**src/rtl/frame_pkg.sv**
```systemverilog
// Shared types and default constants for the UART-to-coprocessor frame sequencer.
package frame_pkg;

  localparam int DEF_FRAME_BYTES    = 18;
  localparam int DEF_DBITS          = 8;
  localparam int FRAME_W            = DEF_FRAME_BYTES * DEF_DBITS;
  localparam int DEF_TIMEOUT_CYCLES = 1_000_000;
  localparam int DEF_TX_GAP_CYCLES  = 4096;

  typedef enum logic [2:0] {
    IDLE,
    ISSUE,
    WAIT,
    SEND,
    GAP
  } state_e;

  // Counter width for a count that runs 0 .. n-1, never narrower than one bit.
  function automatic int cnt_width(input int n);
    return (n > 2) ? $clog2(n) : 1;
  endfunction

endpackage

```
**src/rtl/frame_sequencer_pulse_timer.sv**
```systemverilog
// Clearable up-counter whose terminal-count flag goes high when it holds LIMIT-1.
module pulse_timer #(
  parameter int WIDTH = 4,
  parameter int LIMIT = 16
) (
  input  logic clk,
  input  logic rst,
  input  logic clr_i,
  input  logic en_i,
  output logic tc_o
);

  localparam logic [WIDTH-1:0] TC_VALUE = WIDTH'(LIMIT - 1);

  logic [WIDTH-1:0] count_q;
  logic [WIDTH-1:0] count_d;

  always_comb begin
    count_d = count_q;
    if (clr_i) begin
      count_d = '0;
    end else if (en_i) begin
      count_d = count_q + WIDTH'(1);
    end
  end

  always_ff @(posedge clk or posedge rst) begin
    if (rst) begin
      count_q <= '0;
    end else begin
      count_q <= count_d;
    end
  end

  assign tc_o = (count_q == TC_VALUE);

endmodule

```
**src/rtl/frame_sequencer.sv**
```systemverilog
// Takes a completed UART RX frame to the coprocessor, waits for its result (or a
// timeout that echoes the input back), then triggers the UART TX path with it.
module frame_sequencer
  import frame_pkg::*;
#(
  parameter int FRAME_BYTES    = DEF_FRAME_BYTES,
  parameter int DBITS          = DEF_DBITS,
  parameter int TIMEOUT_CYCLES = DEF_TIMEOUT_CYCLES,
  parameter int TX_GAP_CYCLES  = DEF_TX_GAP_CYCLES
) (
  input  logic                         clk,
  input  logic                         rst,
  input  logic                         rx_full,
  input  logic [FRAME_BYTES*DBITS-1:0] rx_frame,
  output logic                         rx_ack,
  output logic [FRAME_BYTES*DBITS-1:0] cp_din,
  output logic                         cp_din_valid,
  input  logic [FRAME_BYTES*DBITS-1:0] cp_dout,
  input  logic                         cp_dout_valid,
  output logic [FRAME_BYTES*DBITS-1:0] tx_frame,
  output logic                         tx_trigger,
  output logic                         busy,
  output logic                         timeout_err,
  output logic [15:0]                  frame_count
);

  localparam int FW    = FRAME_BYTES * DBITS;
  localparam int TO_W  = cnt_width(TIMEOUT_CYCLES);
  localparam int GAP_W = cnt_width(TX_GAP_CYCLES);

  state_e          state_q, state_d;
  logic            rx_full_q;
  logic [FW-1:0]   cp_din_q, cp_din_d;
  logic [FW-1:0]   tx_frame_q, tx_frame_d;
  logic            err_q, err_d;
  logic [15:0]     count_q, count_d;

  logic            start;
  logic            to_clr, to_en, to_tc;
  logic            gap_clr, gap_en, gap_tc;

  assign start = rx_full && !rx_full_q;

  pulse_timer #(
    .WIDTH(TO_W),
    .LIMIT(TIMEOUT_CYCLES)
  ) u_timeout (
    .clk  (clk),
    .rst  (rst),
    .clr_i(to_clr),
    .en_i (to_en),
    .tc_o (to_tc)
  );

  pulse_timer #(
    .WIDTH(GAP_W),
    .LIMIT(TX_GAP_CYCLES)
  ) u_gap (
    .clk  (clk),
    .rst  (rst),
    .clr_i(gap_clr),
    .en_i (gap_en),
    .tc_o (gap_tc)
  );

  always_comb begin
    state_d    = state_q;
    cp_din_d   = cp_din_q;
    tx_frame_d = tx_frame_q;
    err_d      = err_q;
    count_d    = count_q;
    to_clr     = 1'b0;
    to_en      = 1'b0;
    gap_clr    = 1'b0;
    gap_en     = 1'b0;
    case (state_q)
      IDLE: begin
        if (start) begin
          cp_din_d = rx_frame;
          state_d  = ISSUE;
        end
      end
      ISSUE: begin
        to_clr  = 1'b1;
        state_d = WAIT;
      end
      WAIT: begin
        // A result arriving on the terminal-count cycle still wins over the timeout.
        if (cp_dout_valid) begin
          tx_frame_d = cp_dout;
          state_d    = SEND;
        end else if (to_tc) begin
          tx_frame_d = cp_din_q;
          err_d      = 1'b1;
          state_d    = SEND;
        end else begin
          to_en = 1'b1;
        end
      end
      SEND: begin
        count_d = count_q + 16'd1;
        gap_clr = 1'b1;
        state_d = GAP;
      end
      GAP: begin
        if (gap_tc) begin
          state_d = IDLE;
        end else begin
          gap_en = 1'b1;
        end
      end
      default: state_d = IDLE;
    endcase
  end

  always_ff @(posedge clk or posedge rst) begin
    if (rst) begin
      state_q    <= IDLE;
      // Treat rx_full as already high so a level still present after reset is not a new frame.
      rx_full_q  <= 1'b1;
      cp_din_q   <= '0;
      tx_frame_q <= '0;
      err_q      <= 1'b0;
      count_q    <= '0;
    end else begin
      state_q    <= state_d;
      rx_full_q  <= rx_full;
      cp_din_q   <= cp_din_d;
      tx_frame_q <= tx_frame_d;
      err_q      <= err_d;
      count_q    <= count_d;
    end
  end

  assign cp_din_valid = (state_q == ISSUE);
  assign rx_ack       = (state_q == ISSUE);
  assign tx_trigger   = (state_q == SEND);
  assign busy         = (state_q != IDLE);
  assign cp_din       = cp_din_q;
  assign tx_frame     = tx_frame_q;
  assign timeout_err  = err_q;
  assign frame_count  = count_q;

endmodule

```
**config.mk**
```make
export PLATFORM = sky130hd
export DESIGN_NAME = frame_sequencer
export DESIGN_NICKNAME = d
export VERILOG_FILES = /design/src/rtl/frame_pkg.sv /design/src/rtl/frame_sequencer_pulse_timer.sv /design/src/rtl/frame_sequencer.sv
export SDC_FILE = /design/constraint.sdc
export NUM_CORES = 1
export LEC_CHECK = 0
export CAP_MARGIN = 20
export CELL_PAD_IN_SITES_DETAIL_PLACEMENT = 1
export CELL_PAD_IN_SITES_GLOBAL_PLACEMENT = 1
export CORE_AREA = 2 2 232 234
export DETAILED_ROUTE_END_ITERATION = 16
export DIE_AREA = 0 0 234 236
export PLACE_DENSITY = 0.7
export SLEW_MARGIN = 20
export SYNTH_ARGS = -nofsm -noshare
export SYNTH_HDL_FRONTEND = slang
export SYNTH_SLANG_ARGS = --single-unit
export TNS_END_PERCENT = 100
```
**constraint.sdc**
```tcl
create_clock -name clk -period 11.2 [get_ports clk]
set_clock_uncertainty 0.15 [all_clocks]
set_input_delay 2.24 -clock clk [delete_from_list [all_inputs] [get_ports clk]]
set_output_delay 2.24 -clock clk [all_outputs]
set_load 0.05 [all_outputs]
```
# Word level (Yosys, flattened, before mapping)
# Index checks and enable logic that the tools add are counted.
# Widths: inputs -> output; s select.
# totals
ff_bits	341
latch_bits	0
ram_bits	0
mem_bits_ro	0
output_inout_bits	309
memories	0
# classes
n_addsub	3
multipliers	0
div	0
magnitude_cmp	0
n_eq_ne	9
shift	0
n_mux	18
bitwise	1
n_reduce_logical	11
# ops
operator	count
$mux 144	2
$mux 20	2
$mux 12	2
$add 20x1->20 const B	1
$eq 20x20->1 const B	1
$add 16x1->16 const B	1
$pmux 3 s5	1
$add 12x1->12 const B	1
$eq 12x12->1 const B	1
$mux 3	4
$mux 1	7
$eq 3x2->1 const B	2
$reduce_and 3->1	2
$reduce_bool 2->1	3
$ne 2x2->1 const B	2
$reduce_and 2->1	2
$eq 3x1->1 const B	1
$eq 3x3->1 const B	1
$logic_not 3->1	1
$ne 3x3->1 const B	1
$reduce_bool 3->1	1
$logic_and 1x1->1	1
$logic_not 1->1	1
$not 1->1	1

# Logic depth before layout (Yosys ltp)
# Gate-level depths: netlist of run 1.
# logic_depth
ltp_word	6
mapped_depth	9

# Cells and area by module
# Synthesis of run 1 repeated with hierarchy kept, for this count alone.
# hier_totals
cells_unflattened	1186
hier_area_um2	14672.8
# by_module_without_submodules
mod	n_inst	cells_per_inst	area_per_inst_um2	seq_area_each_um2
frame_sequencer	1	1013	13007.5	7733.7
pulse_timer at u_timeout	1	113	1056.0	500.5
pulse_timer at u_gap	1	60	609.3	300.3

# Worst setup path after synthesis of run 1
# Ideal clock, no wire load.
# synth_timing
path_type	register to output
from	reg state_q[2]
to	out rx_ack
arrival_time_ps	2068
slack_ps	6742
stages_incl_launch_ff	7
path_buffers	3
cell_sequence	dfrtp_1 > buf_2 > nand2b_1 > or2_2 > clkinv_1 > buf_1 > buf_4
# synth_via
elab_chain_cells	1
# synth_lines
element	line_no	text
from (decl)	frame_sequencer.sv:31	state_e state_q, state_d;
from (signal assigned)	frame_sequencer.sv:126	state_q <= state_d;
$eq 3x1->1	--	
to (decl)	frame_sequencer.sv:15	output logic rx_ack,
# No other way between the ends.

# Worst setup path after layout of run 1
# layout_timing
from	reg state_q[0]
to	out tx_trigger
# layout_via
elab_chain_cells	1
# layout_lines
element	line_no	text
$eq 3x2->1	frame_sequencer.sv:137	assign tx_trigger = (state_q == SEND);
to (decl)	frame_sequencer.sv:21	output logic tx_trigger,
# No other way between the ends.

==> qor_table.md, run 1 <==
| Step | Result | This run |
|:---|:---|:---|
| run status | Run status | completed |
| synthesis | Synth Area per Inst | 12.3 sq um |
| clock network | Clock insertion delay at the later pin of the skew report | 0.58 ns |
| synthesis | Post-synth design cell area | 0.0147 sq mm |
| drt | 1st-pass router iterations | 4 |
| sta | Min cycle time layout | 5.45 ns |
| sta | Hold Slack | 0.322 ns |
| clock network | Max clock buf depth | 3 |
| setup path | CP Capture Type | output pin |
| setup path | Launching element type of the critical path | register |
| sta | Worst slew slack as a fraction of its limit | 25.8% |
| global routing | Overall routing resource usage | 20.6% |
| worst hold path | Hold Crit Start | timeout_err |
| drt | Vias | 12,800 |
| global routing | First-pass GRT wire length | 87.5 mm |
| global routing | Initial antenna violation count | 7 |
| global routing | GRT overflow | 0 |
| drt | Detailed router's first-iteration violation count | 599 |
| synthesis | Yosys reg bits | 341 |
| clock network | Deepest level of the CTS H-tree | 2 |
| sta | Fin worst setup slack | 5.75 ns |
| setup path | Cell with the largest stage delay on the worst path | clkdlybuf4s50_1 |
| setup path | Critical path data arrival time | 3.06 ns |
| worst hold path | Worst Hold Class | register to register |
| pwr | Peak supply drop | 0.196 mV |
| drt | Total wirelength of the detailed-routed design | 58.3 mm |
| placed design | Worst slack at placement | 6.08 ns |
| flow run | Max-cap violation count | 0 |
| final layout | Fraction of layout cells with a size suffix above 1 | 14.8% |
| sta | Setup TNS | 0 ns |
| setup path | Slowest Stage Delay on Critical Path | 0.92 ns |
| setup path | Crit path buf inv count | 2 |
| pwr | Ratio of total power to cell area | 345 mW/mm^2 |
| sta | Fmax | 184 MHz |
| placed design | Number of buffer cells added on primary ports | 600 |
| die | Top Ports | 601 |
| setup path | Worst Path Class, Setup | register to output pin |
| die | Horizontal die dimension | 234 um |
| clock network | Post-CTS Resized | 0 |
| die | Die area | 0.0552 sq mm |
| clock network | Number of hold-repair buffers added at the cts stage | 0 |
| synthesis | Share of the yosys chip area belonging to registers | 58.0% |
| synthesis | Mapped Cells | 1,200 |
| sta | Number of failing setup endpoints in the final timing report | 0 |
| sta | Number of slew-limit violations in the final report | 0 |
| clock network | CTS Sinks | 341 |
| final layout | Synth-to-Final Area Change | 54.4% |
| clock network | Clock tree from TritonCTS | built |
| setup path | Required @ worst endpoint | 8.81 ns |
| final layout | Utilization after layout | 42.8% |
| drt | Vias per cell | 5.14 |
| drt | Drc violations | 0 |
| synthesis | Nets in the synthesized netlist | 1,495 |
| drt | Routed WL per cell | 23.4 um |
| die | Chip height | 236 um |
| sta | Crit share post-route | 48.7% |
| final layout | Filler cell count in the final layout | 5,566 |
| clock network | Cell at the root of the clock tree | clkbuf_16 |
| final layout | Number of non-filler instances in the completed layout | 2,497 |
| global routing | Number of global-route vias before repair | 13,700 |
| pwr | Leakage power figure | 8.99 nW |
| die | Initial core utilization | 27.7% |
| placed design | Placed wire-length estimate | 40.0 mm |
| synthesis | EDFF count, synth | 0 |
| setup path | Top cell family by delay on the critical path | buffers and inverters |
| synthesis | Top flip-flop cell by instance count after synthesis | dfrtp_1 |
| final layout | Post-layout net count | 2,057 |
| sta | Unrepaired setup endpoints after global routing | no |
| setup path | Critical-path cell list | nand3b_1 -> inv_1 -> clkdlybuf4s50_1 |
| clock network | Post-CTS setup buffer count | 0 |
| die | Std-Cell Core Area | 0.0531 sq mm |
| placed design | Weighted congestion reported at the end of routability-driven placement | 0.875 |
| setup path | Reg-to-Reg Start | state_q[0] |
| setup path | FF-to-FF path depth | 6 |
| synthesis | Distinct cell type count after synthesis | 56 |
| setup path | Critical register-to-register path endpoint | tx_frame[87] |
| drt | Post-route ant nets | 0 |
| sta | Final hold violation count | 0 |
| die | FP Rows | 85 |
| setup path | Register-to-Register Setup Slack | 7.76 ns |
| global routing | Pin count of the biggest net entering global routing | 155 |
| worst hold path | Number of cells traversed by the worst hold path | 1 |
| sta | Transition time at the pin with the least slew margin | 1.11 ns |
| clock network | Number of CTS-inserted buffers | 44 |
| synthesis | Async S/R FF share, synth | 100% |
| placed design | Post-placement cell count | 2,412 |
| clock network | Clock edge transition at the registers on the reported setup and hold paths | 0.05 ns |
| synthesis | Total of warnings raised by yosys | 0 |
| setup path | Worst Path Max Fanout | 14 |
| worst hold path | Min-Delay Endpoint | timeout_err |
-- routing by layer --
layer	GRT usage (%)	vias up	part of all wire [%]
li1	-	5726	-
met1	24.9	6609	40
met2	35.0	385	51
met3	4.76	117	5.6
met4	8.34	0	3.9
met5	0	-	0
-- per-stage QoR --
stage	area, sq um	total power [mW]
6_report	22700	7.84
5_1_grt	22700	8.17
4_1_cts	22700	7.91
3_5_place_dp	21300	6.48
3_3_place_gp	21300	6.40
2_1_floorplan	14700	4.88
-- sequential cells by signal, indices dropped and copies added, names as in the netlist --
name	cells
rx_full_q	1
u_gap.count_q	12
cp_din	144
timeout_err	1
frame_count	16
state_q	3
u_timeout.count_q	20
tx_frame	144
-- synth_stat cells (all sizes together) (2+ instances only) --
cell     instances  area, sq um
nor4             5         37.5
and2             5         31.3
o21ai           57          285
or3              6         37.5
nor3            10         50.1
inv              6         22.5
ha               3         37.5
nand3           19         95.1
mux2i            3         30.0
o211ai           2         15.0
buf             42          264
o22ai          161         1010
a2bb2oi         78          808
xnor2           27          236
nor2            28          108
a21oi           73          365
nand2b           3         18.8
or4             50          375
nand2           30          115
mux2           144         1620
nor4b            2         32.5
dfrtp          340         8510
clkbuf          60          225
and3             6         37.5
and4             2         17.5
xor2             5         43.8
nor3b            2         15.0
nand4           12         81.3
and4bb           2         25.0
-- power by group --
| part | leakage, nW | switching (mW) | internal [mW] | total [mW] |
|---|---|---|---|---|
| Sequential | 4.14 | 0.443 | 1.76 | 2.20 |
| Clock | 0.694 | 0.571 | 0.820 | 1.39 |
| Combinational | 4.15 | 2.71 | 1.53 | 4.24 |
-- cell usage in the layout (no fill, tap or decap), types with 8 or more instances in the layout --
cell type	instances
or4_1	50
clkdlybuf4s50_1	599
xnor2_1	27
a21oi_1	73
nor2_1	27
a2bb2oi_1	58
a2bb2oi_2	20
clkinv_2	8
o21ai_0	57
o22ai_1	161
clkbuf_1	10
clkbuf_16	44
dfrtp_1	340
nand4_1	11
nand2_1	28
buf_4	17
mux2_2	139
nand3_1	18
nor3_1	10
-- worst reg2reg max path, delay by kind of cell, from the launching register on --
kind	cells	cell delay (ns)
compound gates	2	0.55
buf+inv	2	1.10
flops	1	0.51
simple gates	2	1.03
-- final cells by class --
type                       count  area (sq um)  area share (%)
antenna                        7          17.5          0.0771
multi-input combinational    750          5690            25.1
tap                          696           871            3.84
clock inverter                17           178           0.782
clock buffer                  61          1230            5.44
sequential                   341          8530            37.6
inverter                       7          32.5           0.143
timing repair buffer         618          6150            27.1
-- worst max path at each step --
stage,startpoint,cells past startpoint,endpoint,slack [ns]
detailed placement,cp_dout_valid,7,tx_frame[74],6.08
global route,state_q[0],3,tx_trigger,5.59
global placement,cp_dout_valid,7,tx_frame[137],6.12
finish,state_q[0],3,tx_trigger,5.75
floorplan,rst,1,cp_din[0],4.25
CTS,state_q[0],3,tx_trigger,5.72
-- logic make-up after synthesis --
| logic type | Yosys count | share of synthesized area, % |
|---|---|---|
| xor gates and xnor gates | 32 | 1.91 |
| and+or+nand+nor | 186 | 7.53 |
| DFF | 341 | 58.0 |
| buffers and inverters | 109 | 3.50 |
| adders and majority gates | 3 | 0.255 |
| muxes | 147 | 11.2 |
| AOI/OAI and AO/OA | 382 | 17.6 |
(Power assumes the default switching activity.)
==> run 2, diff against run 1 <==
==> constraint.sdc (replaced) <==
create_clock -name clk -period 4.81 [get_ports clk]
set_clock_uncertainty 0.15 [all_clocks]
set_input_delay 0.962 -clock clk [delete_from_list [all_inputs] [get_ports clk]]
set_output_delay 0.962 -clock clk [all_outputs]
set_load 0.05 [all_outputs]
==> qor_table.md, run 2 (same netlist as run 1, synthesis figures left out) <==
| Step | Result | This run | vs previous |
|:---|:---|:---|:---|
| clock network | Clock insertion delay at the later pin of the skew report | 0.56 ns | was 0.58 ns |
| sta | Crit share post-route | 85.6% |  |
| clock network | CTS Sinks | 341 | unchanged |
| drt | Drc violations | 0 | unchanged |
| global routing | GR met1 Demand/Resource | 25.7% | was 24.9% |
| placed design | Worst slack at placement | 0.972 ns | was 6.08 ns |
| setup path | Required @ worst endpoint | 3.70 ns | was 8.81 ns |
| drt | Routed WL per cell | 23.3 um | was 23.4 um |
| pwr | Leakage power figure | 9.09 nW | was 8.99 nW |
| sta | Setup TNS | 0 ns | unchanged |
| final layout | Post-layout net count | 2,060 | was 2,057 |
| global routing | Initial antenna violation count | 7 | unchanged |
| drt | Post-route ant nets | 0 | unchanged |
| flow run | Max-cap violation count | 0 | unchanged |
| clock network | Deepest level of the CTS H-tree | 2 | unchanged |
| sta | Number of failing setup endpoints in the final timing report | 0 | unchanged |
| die | Chip height | 236 um | unchanged |
| clock network | Cell at the root of the clock tree | clkbuf_16 | unchanged |
| drt | Total wirelength of the detailed-routed design | 58.4 mm | was 58.3 mm |
| setup path | Worst Path Max Fanout | 14 | unchanged |
| pwr | Peak supply drop | 0.476 mV | was 0.196 mV |
| global routing | Met2 usage in global routing | 34.7% | was 35.0% |
| final layout | Area of the multi-input gates | 0.00569 sq mm | unchanged |
| global routing | Busiest grt layer | met2 | unchanged |
| placed design | Placed wire-length estimate | 40.1 mm | was 40.0 mm |
| setup path | Critical-path cell list | nand3b_1 -> inv_1 -> clkdlybuf4s50_1 | unchanged |
| final layout | Storage cell area | 0.00853 sq mm | unchanged |
| setup path | Critical path data arrival time | 3.00 ns | was 3.06 ns |
| final layout | Fraction of layout cells with a size suffix above 1 | 15.2% | was 14.8% |
| sta | Fmax | 243 MHz |  |
| global routing | Number of global-route vias before repair | 13,700 | about the same |
| die | FP Rows | 85 | unchanged |
| clock network | Max clock buf depth | 3 | unchanged |
| sta | Final hold violation count | 0 | unchanged |
| drt | Detailed router's first-iteration violation count | 480 | was 599 |
| final layout | Finished Cell Area | 0.0229 sq mm | was 0.0227 sq mm |
| setup path | Slowest Stage Delay on Critical Path | 0.93 ns | was 0.92 ns |
| clock network | Number of CTS-inserted buffers | 43 | was 44 |
| drt | Vias per cell | 5.11 | was 5.14 |
| clock network | Number of hold-repair buffers added at the cts stage | 0 | unchanged |
| setup path | Cell with the largest stage delay on the worst path | clkdlybuf4s50_1 | unchanged |
| final layout | Synth-to-Final Area Change | 55.6% | was 54.4% |
| global routing | Overall routing resource usage | 20.7% | was 20.6% |
| placed design | Number of buffer cells added on primary ports | 600 | unchanged |
| placed design | Placed Area | 0.0214 sq mm | was 0.0213 sq mm |
| drt | 1st-pass router iterations | 4 | unchanged |
| sta | Min cycle time layout | 4.12 ns |  |
| setup path | Worst Path Class, Setup | register to output pin | unchanged |
| die | Die area | 0.0552 sq mm | unchanged |
| setup path | CP Capture Type | output pin | unchanged |
| global routing | Pin count of the biggest net entering global routing | 145 | was 155 |
| global routing | First-pass GRT wire length | 87.7 mm | was 87.5 mm |
| sta | Transition time at the pin with the least slew margin | 1.03 ns | was 1.11 ns |
| final layout | Filler cell count in the final layout | 5,587 | was 5,566 |
| clock network | Clock tree from TritonCTS | built | unchanged |
| pwr | Overall power of the completed layout | 18.5 mW | was 7.84 mW |
| run status | Run status | completed | unchanged |
| die | Initial core utilization | 27.7% | unchanged |
| sta | Number of slew-limit violations in the final report | 0 | unchanged |
| die | Horizontal die dimension | 234 um | unchanged |
| placed design | Weighted congestion reported at the end of routability-driven placement | 0.846 | was 0.875 |
| pwr | Ratio of total power to cell area | 807 mW/mm^2 | was 345 mW/mm^2 |
| setup path | Launching element type of the critical path | register | unchanged |
| drt | Vias | 12,800 | about the same |
| clock network | Post-CTS setup buffer count | 0 | unchanged |
| setup path | Top cell family by delay on the critical path | buffers and inverters | unchanged |
| global routing | GRT overflow | 0 | unchanged |
| final layout | Most used cells in the layout excluding fill and tap cells | 599 x clkdlybuf4s50_1, 340 x dfrtp_1, 161 x o22ai_1 | unchanged |
| clock network | Clock edge transition at the registers on the reported setup and hold paths | 0.06 ns | was 0.05 ns |
| final layout | Most common library cell in the layout ignoring fill and taps | clkdlybuf4s50_1 | unchanged |
| global routing | Met3 track demand over resource | 4.49% | was 4.76% |
| setup path | Crit path buf inv count | 2 | unchanged |
| sta | Worst slew slack as a fraction of its limit | 31.2% | was 25.8% |
| worst hold path | Worst Hold Class | register to register | unchanged |
| sta | Unrepaired setup endpoints after global routing | no | unchanged |
| die | Std-Cell Core Area | 0.0531 sq mm | unchanged |
| clock network | Post-CTS Resized | 0 | unchanged |
| die | Top Ports | 601 | unchanged |
| sta | Fin worst setup slack | 0.694 ns | was 5.75 ns |
| sta | Hold Slack | 0.309 ns | was 0.322 ns |
-- run 2: area by class of cell --
| cell class | count | area share, % |
|---|---|---|
| multi-input combinational | 750 | 24.9 |
| inverter | 7 | 0.142 |
| sequential | 341 | 37.3 |
| clock inverter | 15 | 0.907 |
| clock buffer | 62 | 5.72 |
| antenna | 7 | 0.0765 |
| timing repair buffer | 622 | 27.2 |
| tap | 696 | 3.80 |
-- run 2: where the power goes --
| part | internal (mW) | switching (mW) | total [mW] |
|---|---|---|---|
| logic | 3.58 | 6.32 | 9.91 |
| clock network | 2.15 | 1.29 | 3.44 |
| registers | 4.10 | 1.02 | 5.11 |
| total | 9.84 | 8.63 | 18.5 |
-- run 2: final timing paths --
check,from,to,slack (ns),depth (start not counted)
max in group asynchronous,rst,cp_din[100],2.81,3
min reg2reg,timeout_err,timeout_err,0.31,1
min,timeout_err,timeout_err,0.31,1
min in group asynchronous,rst,tx_frame[84],0.56,2
max reg2reg,u_timeout.count_q[15],tx_frame[52],1.70,7
max,state_q[1],tx_trigger,0.69,3
-- run 2: metrics by stage --
step / utilization (%) / instances
global placement: 40.2 / 2416
global route: 43.1 / 2500
finish: 43.1 / 2500
detailed placement: 40.2 / 2416
floorplan: - / 1200
CTS: 43.1 / 2493
-- run 2: routing by layer --
layer	part of all wire [%]	vias to the layer above
met1	41	6576
li1	-	5724
met2	50	349
met5	0	-
met4	3.8	0
met3	5.2	122
